[src/rtl/bullet_pkg.sv]
// ---------------------------------------------------------------------------
// bullet_pkg : shared state encoding and geometry for the bullet scheduler
// Rev 1.0
// ---------------------------------------------------------------------------
`default_nettype none

package bullet_pkg;

  localparam int X_W        = 9;
  localparam int Y_W        = 8;
  localparam int BULLET_LEN = 4;

  localparam logic [2:0] COLOUR_ERASE      = 3'b000;
  localparam logic [2:0] BULLET_COLOUR_DEF = 3'b111;

  typedef enum logic [2:0] {
    S_IDLE  = 3'd0,
    S_ERASE = 3'd1,
    S_MOVE  = 3'd2,
    S_DRAW  = 3'd3,
    S_NEXT  = 3'd4
  } state_t;

endpackage

`default_nettype wire

[src/rtl/bullet_slot_alloc.sv]
// ---------------------------------------------------------------------------
// bullet_slot_alloc : finds the lowest-numbered free bullet slot
// Rev 1.0
// ---------------------------------------------------------------------------
`default_nettype none

module bullet_slot_alloc #(
  parameter int N     = 4,
  parameter int IDX_W = 2
) (
  input  logic [N-1:0]     active_mask,
  output logic [IDX_W-1:0] free_idx,
  output logic             free_valid
);

  // Scan from the top down so the last hit is the lowest free slot.
  always_comb begin
    free_idx   = '0;
    free_valid = 1'b0;
    for (int i = N - 1; i >= 0; i--) begin
      if (!active_mask[i]) begin
        free_idx   = IDX_W'(i);
        free_valid = 1'b1;
      end
    end
  end

endmodule

`default_nettype wire

[src/rtl/bullet_scheduler.sv]
// ---------------------------------------------------------------------------
// bullet_scheduler : per-frame erase/move/redraw walk over all player bullets
// Optional spawn cooldown enabled by defining BULLET_COOLDOWN_EN.  Rev 1.0
// ---------------------------------------------------------------------------
`default_nettype none

module bullet_scheduler import bullet_pkg::*; #(
  parameter int         NUM_BULLETS   = 4,
  parameter int         SPEED         = 2,
  parameter logic [2:0] BULLET_COLOUR = BULLET_COLOUR_DEF,
  parameter int         FIRE_COOLDOWN = 8
) (
  input  logic                   clk,
  input  logic                   reset,
  input  logic                   frame_tick,
  input  logic                   fire,
  input  logic [X_W-1:0]         ship_x,
  input  logic [Y_W-1:0]         ship_y,
  input  logic [NUM_BULLETS-1:0] kill,
  output logic                   draw_en,
  output logic [X_W-1:0]         draw_x,
  output logic [Y_W-1:0]         draw_y,
  output logic [2:0]             draw_colour,
  input  logic                   draw_done,
  output logic                   busy,
  output logic [NUM_BULLETS-1:0] active_mask,
  output logic                   overrun
);

  localparam int              IDX_W = (NUM_BULLETS > 1) ? $clog2(NUM_BULLETS) : 1;
  localparam logic [Y_W-1:0]  MIN_Y = Y_W'(SPEED + BULLET_LEN - 1);
  localparam logic [Y_W-1:0]  STEP  = Y_W'(SPEED);
  localparam logic [IDX_W-1:0] LAST = IDX_W'(NUM_BULLETS - 1);

  // The cooldown counter is 8 bits wide; larger settings could never be reached.
  if (FIRE_COOLDOWN < 0 || FIRE_COOLDOWN > 255) begin : g_cooldown_range
  end

  state_t                 state;
  logic [IDX_W-1:0]       idx;
  logic [X_W-1:0]         xs [NUM_BULLETS];
  logic [Y_W-1:0]         ys [NUM_BULLETS];
  logic [NUM_BULLETS-1:0] active;
  logic [NUM_BULLETS-1:0] drawn;
  logic [NUM_BULLETS-1:0] dying;
  logic                   fresh;
  logic                   fire_pending;

  logic [IDX_W-1:0]       free_idx;
  logic                   free_valid;
  logic                   spawn_ok;
  logic                   do_spawn;
  logic [IDX_W-1:0]       next_idx;
  logic [Y_W-1:0]         moved_y;

  assign active_mask = active;
  assign next_idx    = idx + 1'b1;
  assign moved_y     = ys[idx] - STEP;
  assign do_spawn    = (state == S_IDLE) && !frame_tick && fire_pending && spawn_ok;

  bullet_slot_alloc #(
    .N     (NUM_BULLETS),
    .IDX_W (IDX_W)
  ) u_alloc (
    .active_mask (active),
    .free_idx    (free_idx),
    .free_valid  (free_valid)
  );

`ifdef BULLET_COOLDOWN_EN
  localparam logic [7:0] CD_MAX = 8'(FIRE_COOLDOWN);
  logic [7:0] cd_cnt;

  assign spawn_ok = free_valid && (cd_cnt == CD_MAX);

  always_ff @(posedge clk or posedge reset) begin
    if (reset) begin
      cd_cnt <= CD_MAX;
    end else if (do_spawn) begin
      cd_cnt <= 8'd0;
    end else if (frame_tick && (cd_cnt != CD_MAX)) begin
      cd_cnt <= cd_cnt + 8'd1;
    end
  end
`else
  assign spawn_ok = free_valid;
`endif

  always_ff @(posedge clk or posedge reset) begin
    if (reset) begin
      state        <= S_IDLE;
      idx          <= '0;
      active       <= '0;
      drawn        <= '0;
      dying        <= '0;
      fresh        <= 1'b0;
      fire_pending <= 1'b0;
      draw_en      <= 1'b0;
      draw_x       <= '0;
      draw_y       <= '0;
      draw_colour  <= '0;
      busy         <= 1'b0;
      overrun      <= 1'b0;
      for (int i = 0; i < NUM_BULLETS; i++) begin
        xs[i] <= '0;
        ys[i] <= '0;
      end
    end else begin
      overrun <= frame_tick && busy;
      case (state)
        S_IDLE: begin
          if (frame_tick) begin
            busy        <= 1'b1;
            idx         <= '0;
            draw_x      <= xs[0];
            draw_y      <= ys[0];
            draw_colour <= COLOUR_ERASE;
            state       <= S_ERASE;
          end else if (fire_pending) begin
            fire_pending <= 1'b0;
            if (do_spawn) begin
              xs[free_idx]     <= ship_x;
              ys[free_idx]     <= ship_y - 8'd1;
              active[free_idx] <= 1'b1;
              drawn[free_idx]  <= 1'b0;
              dying[free_idx]  <= 1'b0;
            end
          end
        end
        S_ERASE: begin
          if (draw_en) begin
            if (draw_done) begin
              draw_en    <= 1'b0;
              drawn[idx] <= 1'b0;
              state      <= S_MOVE;
            end
          end else begin
            // Remember whether the bullet was on screen before this frame.
            fresh <= !drawn[idx];
            if (active[idx] && drawn[idx]) draw_en <= 1'b1;
            else                           state   <= S_MOVE;
          end
        end
        S_MOVE: begin
          if (!active[idx]) begin
            state <= S_NEXT;
          end else if (dying[idx]) begin
            active[idx] <= 1'b0;
            dying[idx]  <= 1'b0;
            state       <= S_NEXT;
          end else if (!fresh && (ys[idx] < MIN_Y)) begin
            active[idx] <= 1'b0;
            state       <= S_NEXT;
          end else begin
            if (!fresh) ys[idx] <= moved_y;
            draw_x      <= xs[idx];
            draw_y      <= fresh ? ys[idx] : moved_y;
            draw_colour <= BULLET_COLOUR;
            state       <= S_DRAW;
          end
        end
        S_DRAW: begin
          if (draw_en) begin
            if (draw_done) begin
              draw_en    <= 1'b0;
              drawn[idx] <= 1'b1;
              state      <= S_NEXT;
            end
          end else begin
            draw_en <= 1'b1;
          end
        end
        S_NEXT: begin
          if (idx == LAST) begin
            busy  <= 1'b0;
            state <= S_IDLE;
          end else begin
            idx         <= next_idx;
            draw_x      <= xs[next_idx];
            draw_y      <= ys[next_idx];
            draw_colour <= COLOUR_ERASE;
            state       <= S_ERASE;
          end
        end
        default: state <= S_IDLE;
      endcase
      if (fire) fire_pending <= 1'b1;
      for (int i = 0; i < NUM_BULLETS; i++) begin
        if (kill[i] && active[i]) dying[i] <= 1'b1;
      end
    end
  end

endmodule

`default_nettype wire

[config.mk]
export PLATFORM = sky130hd
export DESIGN_NAME = bullet_scheduler
export DESIGN_NICKNAME = d
export VERILOG_FILES = /design/src/rtl/bullet_pkg.sv /design/src/rtl/bullet_slot_alloc.sv /design/src/rtl/bullet_scheduler.sv
export SDC_FILE = /design/constraint.sdc
export NUM_CORES = 1
export LEC_CHECK = 0
export ABC_CLOCK_PERIOD_IN_PS = 9470
export CAP_MARGIN = 20
export CORE_ASPECT_RATIO = 0.8
export CORE_MARGIN = 2
export CORE_UTILIZATION = 57
export CTS_BUF_LIST = sky130_fd_sc_hd__clkbuf_16
export DETAILED_ROUTE_END_ITERATION = 10
export PLACE_DENSITY_LB_ADDON = 0.15
export SYNTH_ARGS = -nofsm -noshare
export SYNTH_HDL_FRONTEND = slang
export SYNTH_SLANG_ARGS = --single-unit
[constraint.sdc]
create_clock -name clk -period 9.47 [get_ports clk]
set_input_delay 1.894 -clock clk [delete_from_list [all_inputs] [get_ports clk]]
set_output_delay 1.894 -clock clk [all_outputs]
set_load 0.02 [all_outputs]
==> results.toml <==
[run_status]
status = "complete, no violations"

[clock_tree]
hold_buffers = 0
htree_levels = 3
cts_root_buf = "clkbuf_16"
cts_resized = 0
cts_tree = "done"
cts.sinks = 108
clk_pin_slew_ns = 0.08
cts_setup_buffers = 0
cts_buffers = 9
clock_latency_ns = 0.36
clock_path_buffers = 2

[timing]
hold_viol = 0
timing.setup.tns_ns = 0
fin_crit_ns = 4.09
hold_ws_ns = 0.509
final.setup.worst_slack_ns = 5.38
setup_viol = 0
final_max_slew_viol_count = 0
fin_skew_ns = 0.00865
worstMarginPinSlew_ns = 1.04
fmax_mhz = 244
fin_crit_sh = 0.432
rsz0062_at_grt = "no"
relSlewSlack = 0.304

[die]
coreArea_sq_mm = 0.0114
die_w_um = 124
die-area_sq_mm = 0.0125
pin_count = 53
rows = 35
start_util = 0.578
die_h_um = 100

[yosys]
ys_seq_elements = 108
synth_edf_count = 0
syn_nets = 601
yosys-top-cells-area = "dfrtp_1 41%, mux4_2 12%, mux2_2 8.9%"
syn_inst = 569
synth_top_area_frac = 0.409
synth-async-reset-ratio = 1.00
synth_top_area_cell = "dfrtp_1"
yosys_warnings = 0
synthFlopType = "dfrtp_1"
syn_area_sq_mm = 0.00661
synth_cell_types = 61
yosysSeqAreaShare = 0.409
avgSynthCellArea_sq_um = 11.6

[route]
wl_per_cell_um = 22.6
first_pass_iters = 5
drt_iter0_drc = 478
vias = 4972
routed_wl_mm = 17.0
routed_via_density = 6.63
ant_nets = 0
drcViolationCount = 0

[worst_setup_path]
r2r_cells = 6
worstPathArrival_ns = 4.34
setup.worst_path.class = "in2reg"
critPathRequiredTime_ns = 9.71
r2r_slack_ns = 6.02
r2r_end = "ys[31]"
end_kind = "flop"
startpoint_type = "primary input"
r2r-start = "idx[0]"
path_max_fanout = 9

[power_and_ir_drop]
power_density_mw_per_mm2 = 357
fin_total_pwr_mw = 2.65
p_leak_nw = 3.05
irDropWorstVdd_uv = 171

[finish]
areaGrowthSynthToFinish_pct = 12.3
antenna-diode-count = 0
fillers = 865
layout-drive-gt1-share = 0.248
fin_cells = 750
final_nets = 629

[global_routing]
grt_usage = 0.277
grt.overflow.total = 0
grt_max_degree = 63
grt_pass1_wl_mm = 27.0
grt_pass1_vias = 4865
antenna_found_initial = 0

[place]
dpl.hpwl_mm = 11.6
io_buffers = 52
gp_congestion = 0.903
post-place-ws_ns = 5.04
dp.cells = 734

[worst_hold_path]
min_from = "dying[3]"
min_path_type = "reg2reg"
hold_path_depth = 1
whs_endpoint = "dying[3]"

[run]
maxCapViolations = 0
-- flip-flops by register name (all words and copies together) (netlist names) --
name          cells
ys               32
overrun           1
draw_x            9
dying             4
idx               2
fire_pending      1
state             3
draw_en           1
xs               36
fresh             1
active_mask       4
drawn             4
draw_colour       1
busy              1
draw_y            8
-- cells in the final DEF, fill, tap and decap left out, drive strengths merged, types with 4 or more instances in the layout --
cell type	synthesis	layout
xor2	4	4
o21ai	31	31
buf	19	6
ha	6	6
a22oi	15	15
clkbuf	22	9
and3	4	4
nand2	44	44
xnor2	8	8
clkdlybuf4s50	0	52
mux4	34	34
mux2i	8	8
and2	11	11
nor3	5	5
nor4	5	5
nand4b	5	5
o22ai	20	20
nor2	19	19
mux2	80	80
o21bai	5	5
or2	4	4
inv	10	12
a22o	5	5
a31oi	10	10
a21oi	28	28
nand3	13	13
dfrtp	108	108
-- cell type report --
cell class                      count  area [sq um]  area share
Clock inverter                      7          60.1     0.00809
Multi-Input combinational cell    409          3640       0.490
Tap cell                          148           185      0.0250
Clock buffer                        9           225      0.0304
Timing Repair Buffer               58           566      0.0762
Sequential cell                   108          2700       0.364
Inverter                           11          43.8     0.00590
-- per-stage QoR --
stage                     cell area [sq um]   util
after global routing                   7420  0.649
after floorplan                        6610      -
after global placement                 7130  0.624
final                                  7420  0.649
after CTS                              7420  0.649
after detailed placement               7130  0.624
-- power breakdown --
group	total (mW)	internal [mW]	leakage (nW)	switching [mW]
sequential	0.844	0.655	1.34	0.188
combinational	1.44	0.682	1.59	0.757
clock	0.368	0.182	0.130	0.186
total	2.65	1.52	3.05	1.13
-- worst max-delay path, stage by stage --
cell and delay (ns):
clkdlybuf4s50_1 0.47, nor4_1 0.44, and3_1 0.49, a2bb2oi_1 0.24, and2_1 0.40, mux2_2 0.40
-- logic make-up (layout without fill, tap and decap cells) --
group | after synthesis | after routing | synth area share
buffers and inverters | 52 | 85 | 0.0417
xor gates and xnor gates | 12 | 12 | 0.0159
muxes | 122 | 122 | 0.279
and+or+nand+nor | 134 | 134 | 0.112
adders and majority gates | 6 | 6 | 0.0114
AOI/OAI and AO/OA | 135 | 135 | 0.132
DFF | 108 | 108 | 0.409
-- worst max-delay path by stage --
stage,slack (ns),start,depth (start not counted),end
floorplan,4.73,reset,1,active_mask[0]
global placement,5.15,frame_tick,6,ys[29]
detailed placement,5.04,frame_tick,6,ys[27]
CTS,5.39,frame_tick,6,ys[27]
global route,5.21,frame_tick,6,ys[27]
finish,5.38,frame_tick,6,ys[27]
-- Yosys cell counts, types with 6 or more instances --
master,count
and2_1,7
o21ai_0,30
nand2_1,44
a31oi_1,9
mux2_4,25
o22ai_1,20
xnor2_1,8
mux2i_1,8
dfrtp_1,108
clkbuf_1,22
mux4_2,34
a22oi_1,15
buf_6,6
nand3_1,13
buf_2,6
ha_1,6
inv_1,10
nor2_1,19
mux2_2,52
a21oi_1,28
-- per-layer routing --
metal,GRT usage,routed length [um],up-vias
li1,-,-,2214
met1,0.408,7480,2499
met2,0.427,7870,233
met3,0.0586,1410,26
met4,0.0631,193,0
met5,0,0,-
(Power assumes the default switching activity.)
